[config.mk]
export PLATFORM = sky130hd
export DESIGN_NAME = multicycle_control_fsm_flat
export DESIGN_NICKNAME = d
export VERILOG_FILES = /design/src/rtl/multicycle_control_fsm_pkg.sv /design/src/rtl/multicycle_control_fsm_if.sv /design/src/rtl/multicycle_control_fsm_decoder.sv /design/src/rtl/multicycle_control_fsm.sv /design/src/flat_wrapper.sv
export SDC_FILE = /design/constraint.sdc
export NUM_CORES = 1
export LEC_CHECK = 0
export CORE_MARGIN = 1.5
export CORE_UTILIZATION = 47
export DETAILED_ROUTE_END_ITERATION = 7
export GPL_TIMING_DRIVEN = 0
export PLACE_DENSITY = 0.78
export SETUP_SLACK_MARGIN = 0.02
export SLEW_MARGIN = 25
export SYNTH_ARGS = -nofsm -noshare
export SYNTH_HDL_FRONTEND = slang
export SYNTH_SLANG_ARGS = --single-unit
[constraint.sdc]
create_clock -name clk -period 2 [get_ports clk]
set_input_delay 0.3 -clock clk [delete_from_list [all_inputs] [get_ports clk]]
set_output_delay 0.3 -clock clk [all_outputs]
set_load 0.05 [all_outputs]
[src/rtl/multicycle_control_fsm_pkg.sv]
// MiniMIPS multi-cycle control: shared encodings.
// States, opcodes, ALU ops, mux selects and the control bundle.
package mini_mips_ctrl_pkg;

  localparam logic [3:0] S_FETCH    = 4'd0;
  localparam logic [3:0] S_DECODE   = 4'd1;
  localparam logic [3:0] S_EXEC_R   = 4'd2;
  localparam logic [3:0] S_EXEC_I   = 4'd3;
  localparam logic [3:0] S_WB_R     = 4'd4;
  localparam logic [3:0] S_WB_I     = 4'd5;
  localparam logic [3:0] S_MEM_ADDR = 4'd6;
  localparam logic [3:0] S_MEM_RD   = 4'd7;
  localparam logic [3:0] S_MEM_WR   = 4'd8;
  localparam logic [3:0] S_WB_MEM   = 4'd9;
  localparam logic [3:0] S_BRANCH   = 4'd10;
  localparam logic [3:0] S_JUMP     = 4'd11;
  localparam logic [3:0] S_HALT     = 4'd12;

  typedef enum logic [3:0] {
    FETCH    = S_FETCH,
    DECODE   = S_DECODE,
    EXEC_R   = S_EXEC_R,
    EXEC_I   = S_EXEC_I,
    WB_R     = S_WB_R,
    WB_I     = S_WB_I,
    MEM_ADDR = S_MEM_ADDR,
    MEM_RD   = S_MEM_RD,
    MEM_WR   = S_MEM_WR,
    WB_MEM   = S_WB_MEM,
    BRANCH   = S_BRANCH,
    JUMP     = S_JUMP,
    HALT     = S_HALT
  } state_e;

  localparam logic [3:0] OP_RTYPE = 4'b0000;
  localparam logic [3:0] OP_ADDI  = 4'b0001;
  localparam logic [3:0] OP_ANDI  = 4'b0010;
  localparam logic [3:0] OP_ORI   = 4'b0011;
  localparam logic [3:0] OP_LW    = 4'b0100;
  localparam logic [3:0] OP_SW    = 4'b0101;
  localparam logic [3:0] OP_BEQ   = 4'b0110;
  localparam logic [3:0] OP_BNE   = 4'b0111;
  localparam logic [3:0] OP_J     = 4'b1000;
  localparam logic [3:0] OP_HALT  = 4'b1111;

  localparam logic [2:0] ALU_ADD  = 3'b000;
  localparam logic [2:0] ALU_SUB  = 3'b001;
  localparam logic [2:0] ALU_AND  = 3'b010;
  localparam logic [2:0] ALU_OR   = 3'b011;
  localparam logic [2:0] ALU_FUNC = 3'b111;

  localparam logic [1:0] PC_SRC_ALU = 2'b00;
  localparam logic [1:0] PC_SRC_OUT = 2'b01;
  localparam logic [1:0] PC_SRC_JMP = 2'b10;

  localparam logic [1:0] SRC_B_REG  = 2'b00;
  localparam logic [1:0] SRC_B_TWO  = 2'b01;
  localparam logic [1:0] SRC_B_IMM  = 2'b10;
  localparam logic [1:0] SRC_B_IMM2 = 2'b11;

  typedef struct packed {
    logic       mem_req;
    logic       mem_we;
    logic       iord;
    logic       ir_write;
    logic       pc_write;
    logic       pc_write_cond;
    logic       branch_ne;
    logic [1:0] pc_source;
    logic       alu_src_a;
    logic [1:0] alu_src_b;
    logic [2:0] alu_op;
    logic       reg_dst;
    logic       mem_to_reg;
    logic       reg_write;
    logic       illegal_op;
    logic       halted;
  } ctrl_t;

  localparam ctrl_t CTRL_IDLE = '0;

  function automatic state_e decode_next(
    input logic [3:0] op
  );
    case (op)
      OP_RTYPE:                 return EXEC_R;
      OP_ADDI, OP_ANDI, OP_ORI: return EXEC_I;
      OP_LW, OP_SW:             return MEM_ADDR;
      OP_BEQ, OP_BNE:           return BRANCH;
      OP_J:                     return JUMP;
      OP_HALT:                  return HALT;
      default:                  return FETCH;
    endcase
  endfunction

  function automatic logic is_illegal(
    input logic [3:0] op
  );
    return (op > OP_J) && (op != OP_HALT);
  endfunction

  function automatic logic [2:0] imm_alu_op(
    input logic [3:0] op
  );
    case (op)
      OP_ANDI: return ALU_AND;
      OP_ORI:  return ALU_OR;
      default: return ALU_ADD;
    endcase
  endfunction

endpackage

[src/rtl/multicycle_control_fsm_if.sv]
// Control bundle between the MiniMIPS sequencer and datapath.
// master = control unit, slave = datapath/memory side.
interface multicycle_control_fsm_if #(
  parameter int COUNT_W = 16
);
  logic [3:0]         opcode;
  logic               mem_ready;
  logic               mem_req;
  logic               mem_we;
  logic               iord;
  logic               ir_write;
  logic               pc_write;
  logic               pc_write_cond;
  logic               branch_ne;
  logic [1:0]         pc_source;
  logic               alu_src_a;
  logic [1:0]         alu_src_b;
  logic [2:0]         alu_op;
  logic               reg_dst;
  logic               mem_to_reg;
  logic               reg_write;
  logic               illegal_op;
  logic               halted;
  logic [COUNT_W-1:0] instr_count;

  modport master (
    input  opcode, mem_ready,
    output mem_req, mem_we, iord,
    output ir_write, pc_write,
    output pc_write_cond, branch_ne,
    output pc_source, alu_src_a,
    output alu_src_b, alu_op,
    output reg_dst, mem_to_reg,
    output reg_write, illegal_op,
    output halted, instr_count
  );

  modport slave (
    output opcode, mem_ready,
    input  mem_req, mem_we, iord,
    input  ir_write, pc_write,
    input  pc_write_cond, branch_ne,
    input  pc_source, alu_src_a,
    input  alu_src_b, alu_op,
    input  reg_dst, mem_to_reg,
    input  reg_write, illegal_op,
    input  halted, instr_count
  );
endinterface

[src/rtl/multicycle_control_fsm_decoder.sv]
// Combinational map of (state, opcode, mem_ready) to controls.
// Only ir_write/pc_write in FETCH depend on mem_ready.
module ctrl_output_decoder
  import mini_mips_ctrl_pkg::*;
(
  input  state_e     state,
  input  logic [3:0] opcode,
  input  logic       mem_ready,
  output ctrl_t      ctrl
);

  // Per-state control word, everything else held at 0
  always_comb begin
    ctrl = CTRL_IDLE;
    unique case (state)
      FETCH: begin
        ctrl.mem_req   = 1'b1;
        ctrl.alu_src_b = SRC_B_TWO;
        ctrl.alu_op    = ALU_ADD;
        ctrl.ir_write  = mem_ready;
        ctrl.pc_write  = mem_ready;
      end
      DECODE: begin
        ctrl.alu_src_b  = SRC_B_IMM2;
        ctrl.alu_op     = ALU_ADD;
        ctrl.illegal_op = is_illegal(opcode);
      end
      EXEC_R: begin
        ctrl.alu_src_a = 1'b1;
        ctrl.alu_src_b = SRC_B_REG;
        ctrl.alu_op    = ALU_FUNC;
      end
      WB_R: begin
        ctrl.reg_dst   = 1'b1;
        ctrl.reg_write = 1'b1;
      end
      EXEC_I: begin
        ctrl.alu_src_a = 1'b1;
        ctrl.alu_src_b = SRC_B_IMM;
        ctrl.alu_op    = imm_alu_op(opcode);
      end
      WB_I: begin
        ctrl.reg_write = 1'b1;
      end
      MEM_ADDR: begin
        ctrl.alu_src_a = 1'b1;
        ctrl.alu_src_b = SRC_B_IMM;
        ctrl.alu_op    = ALU_ADD;
      end
      MEM_RD: begin
        ctrl.mem_req = 1'b1;
        ctrl.iord    = 1'b1;
      end
      MEM_WR: begin
        ctrl.mem_req = 1'b1;
        ctrl.mem_we  = 1'b1;
        ctrl.iord    = 1'b1;
      end
      WB_MEM: begin
        ctrl.mem_to_reg = 1'b1;
        ctrl.reg_write  = 1'b1;
      end
      BRANCH: begin
        ctrl.alu_src_a     = 1'b1;
        ctrl.alu_src_b     = SRC_B_REG;
        ctrl.alu_op        = ALU_SUB;
        ctrl.pc_write_cond = 1'b1;
        ctrl.pc_source     = PC_SRC_OUT;
        ctrl.branch_ne     = opcode[0];
      end
      JUMP: begin
        ctrl.pc_write  = 1'b1;
        ctrl.pc_source = PC_SRC_JMP;
      end
      HALT: begin
        ctrl.halted = 1'b1;
      end
      default: ctrl = CTRL_IDLE;
    endcase
  end

endmodule

[src/rtl/multicycle_control_fsm.sv]
// MiniMIPS multi-cycle main control unit.
// State register, next-state logic and retired-instruction counter.
module multicycle_control_fsm
  import mini_mips_ctrl_pkg::*;
#(
  parameter int COUNT_W = 16
) (
  input logic                      clk,
  input logic                      reset,
  multicycle_control_fsm_if.master bus
);

  state_e             state;
  state_e             state_nxt;
  logic               retire;
  logic [COUNT_W-1:0] count;
  ctrl_t              ctrl;
  ctrl_t              out;

  // State register and retire counter, reset abandons any access
  always_ff @(posedge clk) begin
    if (reset) begin
      state <= FETCH;
      count <= '0;
    end else begin
      state <= state_nxt;
      if (retire) count <= count + 1'b1;
    end
  end

  // Next state; retire marks the return to FETCH after real work
  always_comb begin
    state_nxt = state;
    retire    = 1'b0;
    unique case (state)
      FETCH:    if (bus.mem_ready) state_nxt = DECODE;
      DECODE:   state_nxt = decode_next(bus.opcode);
      EXEC_R:   state_nxt = WB_R;
      EXEC_I:   state_nxt = WB_I;
      MEM_ADDR: state_nxt = bus.opcode[0] ? MEM_WR : MEM_RD;
      MEM_RD:   if (bus.mem_ready) state_nxt = WB_MEM;
      MEM_WR: begin
        if (bus.mem_ready) begin
          state_nxt = FETCH;
          retire    = 1'b1;
        end
      end
      WB_R, WB_I, WB_MEM, BRANCH, JUMP: begin
        state_nxt = FETCH;
        retire    = 1'b1;
      end
      HALT:     state_nxt = HALT;
      default:  state_nxt = FETCH;
    endcase
  end

  ctrl_output_decoder u_dec (
    .state     (state),
    .opcode    (bus.opcode),
    .mem_ready (bus.mem_ready),
    .ctrl      (ctrl)
  );

  // Reset forces every output low in the same cycle
  always_comb begin
    out = reset ? CTRL_IDLE : ctrl;
  end

  assign bus.mem_req       = out.mem_req;
  assign bus.mem_we        = out.mem_we;
  assign bus.iord          = out.iord;
  assign bus.ir_write      = out.ir_write;
  assign bus.pc_write      = out.pc_write;
  assign bus.pc_write_cond = out.pc_write_cond;
  assign bus.branch_ne     = out.branch_ne;
  assign bus.pc_source     = out.pc_source;
  assign bus.alu_src_a     = out.alu_src_a;
  assign bus.alu_src_b     = out.alu_src_b;
  assign bus.alu_op        = out.alu_op;
  assign bus.reg_dst       = out.reg_dst;
  assign bus.mem_to_reg    = out.mem_to_reg;
  assign bus.reg_write     = out.reg_write;
  assign bus.illegal_op    = out.illegal_op;
  assign bus.halted        = out.halted;
  assign bus.instr_count   = reset ? '0 : count;

endmodule

[src/flat_wrapper.sv]
// flat-port wrapper written by rule: the top's interface ports become plain ports
module multicycle_control_fsm_flat import mini_mips_ctrl_pkg::*;
#(
  parameter int COUNT_W = 16
)
  (clk, reset, bus_opcode, bus_mem_ready, bus_mem_req, bus_mem_we, bus_iord, bus_ir_write, bus_pc_write, bus_pc_write_cond, bus_branch_ne, bus_pc_source, bus_alu_src_a, bus_alu_src_b, bus_alu_op, bus_reg_dst, bus_mem_to_reg, bus_reg_write, bus_illegal_op, bus_halted, bus_instr_count);
  multicycle_control_fsm_if #(.COUNT_W(COUNT_W)) bus_i ();
  input logic clk;
  input logic reset;
  input wire logic [$bits(bus_i.opcode)-1:0] bus_opcode;
  input wire logic [$bits(bus_i.mem_ready)-1:0] bus_mem_ready;
  output wire logic [$bits(bus_i.mem_req)-1:0] bus_mem_req;
  output wire logic [$bits(bus_i.mem_we)-1:0] bus_mem_we;
  output wire logic [$bits(bus_i.iord)-1:0] bus_iord;
  output wire logic [$bits(bus_i.ir_write)-1:0] bus_ir_write;
  output wire logic [$bits(bus_i.pc_write)-1:0] bus_pc_write;
  output wire logic [$bits(bus_i.pc_write_cond)-1:0] bus_pc_write_cond;
  output wire logic [$bits(bus_i.branch_ne)-1:0] bus_branch_ne;
  output wire logic [$bits(bus_i.pc_source)-1:0] bus_pc_source;
  output wire logic [$bits(bus_i.alu_src_a)-1:0] bus_alu_src_a;
  output wire logic [$bits(bus_i.alu_src_b)-1:0] bus_alu_src_b;
  output wire logic [$bits(bus_i.alu_op)-1:0] bus_alu_op;
  output wire logic [$bits(bus_i.reg_dst)-1:0] bus_reg_dst;
  output wire logic [$bits(bus_i.mem_to_reg)-1:0] bus_mem_to_reg;
  output wire logic [$bits(bus_i.reg_write)-1:0] bus_reg_write;
  output wire logic [$bits(bus_i.illegal_op)-1:0] bus_illegal_op;
  output wire logic [$bits(bus_i.halted)-1:0] bus_halted;
  output wire logic [$bits(bus_i.instr_count)-1:0] bus_instr_count;
  assign bus_i.opcode = bus_opcode;
  assign bus_i.mem_ready = bus_mem_ready;
  assign bus_mem_req = bus_i.mem_req;
  assign bus_mem_we = bus_i.mem_we;
  assign bus_iord = bus_i.iord;
  assign bus_ir_write = bus_i.ir_write;
  assign bus_pc_write = bus_i.pc_write;
  assign bus_pc_write_cond = bus_i.pc_write_cond;
  assign bus_branch_ne = bus_i.branch_ne;
  assign bus_pc_source = bus_i.pc_source;
  assign bus_alu_src_a = bus_i.alu_src_a;
  assign bus_alu_src_b = bus_i.alu_src_b;
  assign bus_alu_op = bus_i.alu_op;
  assign bus_reg_dst = bus_i.reg_dst;
  assign bus_mem_to_reg = bus_i.mem_to_reg;
  assign bus_reg_write = bus_i.reg_write;
  assign bus_illegal_op = bus_i.illegal_op;
  assign bus_halted = bus_i.halted;
  assign bus_instr_count = bus_i.instr_count;
  multicycle_control_fsm #(.COUNT_W(COUNT_W)) u_core (.clk(clk), .reset(reset), .bus(bus_i));
endmodule
# Word level (Yosys, flattened, before mapping)
# Memory sizes are Yosys's and may differ from the RTL's.
# Cells that the tools add are included.
# op_classes
n_addsub	1
n_lt_le_gt_ge	1
eq_ne	18
mux	24
reduce_logical	8
# op_table
cell	count
case mux 4 bit (8 select lines)	1
case mux 5 bit (6 select lines)	1
equality test 4 bit (second input constant)	5
2-to-1 mux 20 bit	1
adder 16 x 1 -> 16 bit (second input constant)	1
equality test 4 x 2 -> 1 bit (second input constant)	4
equality test 4 x 3 -> 1 bit (second input constant)	4
2-to-1 mux 16 bit	1
2-to-1 mux 4 bit	4
2-to-1 mux 1 bit	11
case mux 2 bit (2 select lines)	2
inequality test 2 bit (second input constant)	3
OR reduction 3 bit	2
OR reduction 5 bit	1
equality test 4 x 1 -> 1 bit (second input constant)	1
> comparator 4 bit (second input constant)	1
logical NOT 4 bit	1
inequality test 4 bit (second input constant)	1
case mux 1 bit (2 select lines)	2
OR reduction 4 bit	1
AND reduction 3 bit	1
2-to-1 mux 2 bit	1
OR reduction 2 bit	1
logical AND 1 bit	1
# totals
ff_bits	20
mem_bits_ro	64
in_bits	7
output_inout_bits	36
wordCells	55
memories	1
# mem_list
memory	words	word_bits	rd	rd_ports_with_merged_regs	wr	line	rtl
(name not given)	16	4	1	0	0	multicycle_control_fsm_pkg.sv:85	case (op)

# Longest topological paths before layout
# depth
ltp_word	4
mapped_depth	6
ltp_nobuf	5

# Modules after synthesis
# A second synthesis with hierarchy kept.
# unflattened
cells_unflattened	221
area_unflattened_um2	1737.9
# modules_own_cells
module	instances	cells_per_inst	area_per_inst_um2	seq_area_each_um2
multicycle_control_fsm	1	177	1428.9	400.4
ctrl_output_decoder	1	44	309.0	0.0

# Worst setup path before layout
# No wires, ideal clock.
# synth_path
path_kind	reg2out
start	register u_core.state[3]
end	output port bus_alu_op[0]
arrival_time_ns	3.200
required_time_ns	1.700
path_slack_ns	-1.500
path_stages_with_launch	4
path_buffers	1
path_cell_list	dfxtp_1 > clkbuf_1 > nand4b_1 > a2111oi_0
# synth_between
elab_chain_cells	3
word_cells_on_any_way	8
cone_classes	eq/ne: 5; mux: 2; reduce/logical: 1
# synth_lines
item	line	rtl
from (decl)	multicycle_control_fsm.sv:13	state_e state;
from (signal assigned)	multicycle_control_fsm.sv:26	state <= state_nxt;
equality test 4 bit (tied with other cells)	multicycle_control_fsm_decoder.sv:15	unique case (state)
case mux 5 bit (6 select lines) (*)	multicycle_control_fsm_decoder.sv:15	
2-to-1 mux 20 bit (*)	multicycle_control_fsm.sv:66	out = reset ? CTRL_IDLE : ctrl;
to (decl)	flat_wrapper.sv:22	output wire logic [$bits(bus_i.alu_op)-1:0] bus_alu_op;
# Every way passes the cells marked *; elsewhere a longest branch is shown, timed or not.

# Worst setup path in the final report
# Ends and elaborated chain as after synthesis.

==> impl_metrics.ini <==
[floorplanning]
io_pins = 43
core.rowCount = 20
initial_core_util_pct = 48.9
core_area_um2 = 3000
dieHeight_um = 58.9
dieArea_um2 = 3470
die_x_um = 58.9

[route]
viasPerCell = 5.97
firstDrtPassIters = 4
vias = 1754
drt-initial-drc-count = 109
routed_wl_um = 4640
antenna_left = 0
drc = 0
avgRoutedWirePerCell_um = 15.8

[synthesis]
ys_seq_area_share_pct = 27.3
synth_top_family_by_area = simple AND/OR/NAND/NOR gates
ys_ff_latch = 20
syn_area_per_cell_um2 = 7.17
synth_fp_nets = 213
async_reset_ff_share_pct = 0
yosys_warnings = 0
ys_types = 44
ys.flop_type = dfxtp_1
yosys.area_share.simple_pct = 41.2
synth_compound_gate_area_share_pct = 17.5
yosys.area_share.xor_xnor_pct = 1.79
synth_edf_count = 0
muxShareOfSynthArea_pct = 6.05
synth_fa_ha_area_share_pct = 0.852
syn_inst = 205
synthesis.area_um2 = 1470

[cells_and_area]
multi_input_area_um2 = 1100
num_antenna_cells = 0
stdcell_area_um2 = 2230
layout.cells.most_common_list = 24 x nor2_1, 19 x buf_4, 18 x nor2b_1, 17 x dfxtp_1, 14 x nand2_1
fin_nets = 270
nFillCells = 234
layout.cells.non_filler = 294
fin_util_pct = 74.4
synthToLayoutAreaGrowth_pct = 52.0
seq_area_um2 = 407
final_common_cell = nor2_1
drive_above_1_share_pct = 31.4

[flow_run]
maxCapViolations = 0

[grt]
grt_pass1_vias = 1467
grt_first_pass_wirelength_um = 6800
grt_overflow = 0
grt_max_degree = 13
grt.total_usage_pct = 25.2
grt_antenna_before_repair = 0

[power]
peakVddDrop_uv = 359
power.density_nw_per_um2 = 575
power_leakage_nw = 0.967

[worst_setup_path]
rr_worst_depth = 6
crit_path_max_fanout = 6
arrival_ns = 1.65
crit_path_cell_trace = buf_8, nand4b_1, a2111oi_4, buf_6
reg2reg_to = u_core.count[9]
cp-start-kind = register
r2r_slack_ns = 0.14
reg2reg_from = u_core.state[2]
path_buf_inv = 2
cp_top_family = compound AO/OA/AOI/OAI gates
end_kind = primary output
critical_path_required_ns = 1.70
critical-path-max-stage-delay_ns = 0.40
critPathKind = register to primary output
slowest_stage = a2111oi_4

[placed_design]
dp_cells = 279
dp_slack_ns = -1.28
port_buffers = 41
place_hpwl_um = 2960
routabilityCongestion = 0.830
postPlaceCellArea_um2 = 1980

[timing]
hold_viol = 0
worst_pin_slew_ns = 0.499
fin_skew_ns = 0.00873
setup_viol = 0
slew_headroom_pct = 66.7
setup_ws_ns = 0.0489
fin_crit_sh_pct = 97.6
fin_setup_tns_ns = 0
finalCriticalPeriod_ns = 1.95
rsz0062_at_grt = true
fmax_mhz = 513
slew_violations = 0

[clocking]
htreeDepth = 1
cts_tree = built
clk_latency_ns = 0.31
cts.sinks = 20
clk_transition_reported_paths_ns = 0.11
cts_made_buffers = 3
clk_path_buf_depth = 2
hold_buffers = 0
cts-root-buf = clkbuf_4

[worst_hold_path]
hp-start = u_core.count[12]
hold_depth = 2
holdPathEnd = u_core.count[12]
hp-class = register to register

[outcome]
status = finished, final reports clean
## layout make-up
class                      count  share of cell area (%)
clock buffer                   3                    1.01
multi-input combinational    165                    49.2
clock inverter                 1                    1.34
buffer                        16                    7.39
sequential                    20                    18.2
inverter                       2                   0.504
tap                           33                    1.85
timing repair buffer          54                    20.4
## cell families after synthesis
logic type                 Yosys count
muxes                                8
xor gates and xnor gates             3
adders and majority gates            1
and+or+nand+nor                    112
buffers and inverters               20
AOI/OAI and AO/OA                   41
DFF                                 20
## worst max-delay path by stage
stage / start / to / cells past startpoint
4_1_cts: reset / bus_instr_count[15] / 4
2_1_floorplan: u_core.state[0] / bus_alu_src_b[1] / 3
3_5_place_dp: reset / bus_alu_src_a / 6
5_1_grt: u_core.state[3] / bus_alu_op[0] / 4
6_report: u_core.state[3] / bus_alu_op[0] / 4
3_3_place_gp: reset / bus_alu_src_a / 6
## per-layer routing
layer	global-route usage, %	wire (um)	vias up
met4	6.49	27	0
met2	40.6	2400	57
met5	0	0	-
met1	34.0	2000	839
met3	5.49	214	6
li1	-	-	852
## worst reg2reg max path, stage by stage, from the launching register on
cell and delay, ns:
dfxtp_1 0.34, clkbuf_4 0.21, and2b_1 0.19, a2bb2oi_1 0.11
buf_2 0.20, nor4b_1 0.36, mux2_1 0.35
## through the flow
stage / hold slack [ns] / total power [W]
finish: 0.509 / 0.00128
global route: 0.530 / 0.00134
global placement: 0.478 / 0.000862
CTS: 0.503 / 0.00122
floorplan: 0.417 / 0.000745
detailed placement: 0.486 / 0.000862
## synthesized netlist by cell type (3+ instances only)
master / n / area share, %
nand2b_1: 7 / 3.0
dfxtp_1: 20 / 27
or3_1: 6 / 2.6
o21ai_0: 10 / 3.4
nor3_1: 9 / 3.1
mux2_2: 6 / 4.6
clkbuf_1: 14 / 3.6
nand3_1: 8 / 2.7
or4_1: 4 / 2.0
and3_1: 3 / 1.3
nor2_1: 26 / 6.6
o32ai_1: 3 / 1.8
a21oi_1: 13 / 4.4
o31ai_1: 4 / 2.0
buf_2: 3 / 1.0
nand2_1: 14 / 3.6
nor2b_1: 18 / 7.7
nand3b_1: 3 / 1.5
## sequential cells by signal, summed over array words and instances, names as in the netlist
register,cells
u_core.count,16
u_core.state,4
## report_power, final
group / switching, W / internal [W]
clock network: 0.000130 / 0.000203
logic: 0.000317 / 0.000207
registers: 0.0000152 / 0.000412
total: 0.000462 / 0.000822
## what timing repair did
action                                  CTS  global route
endpoints found under the setup margin   43            20
pin swaps                                 2             4
resized for setup                       164            39
buffers inserted                          2            10
endpoints found under the hold margin     0             0
gates cloned                              1             0
No activity file was read; power rests on OpenSTA's default activity.
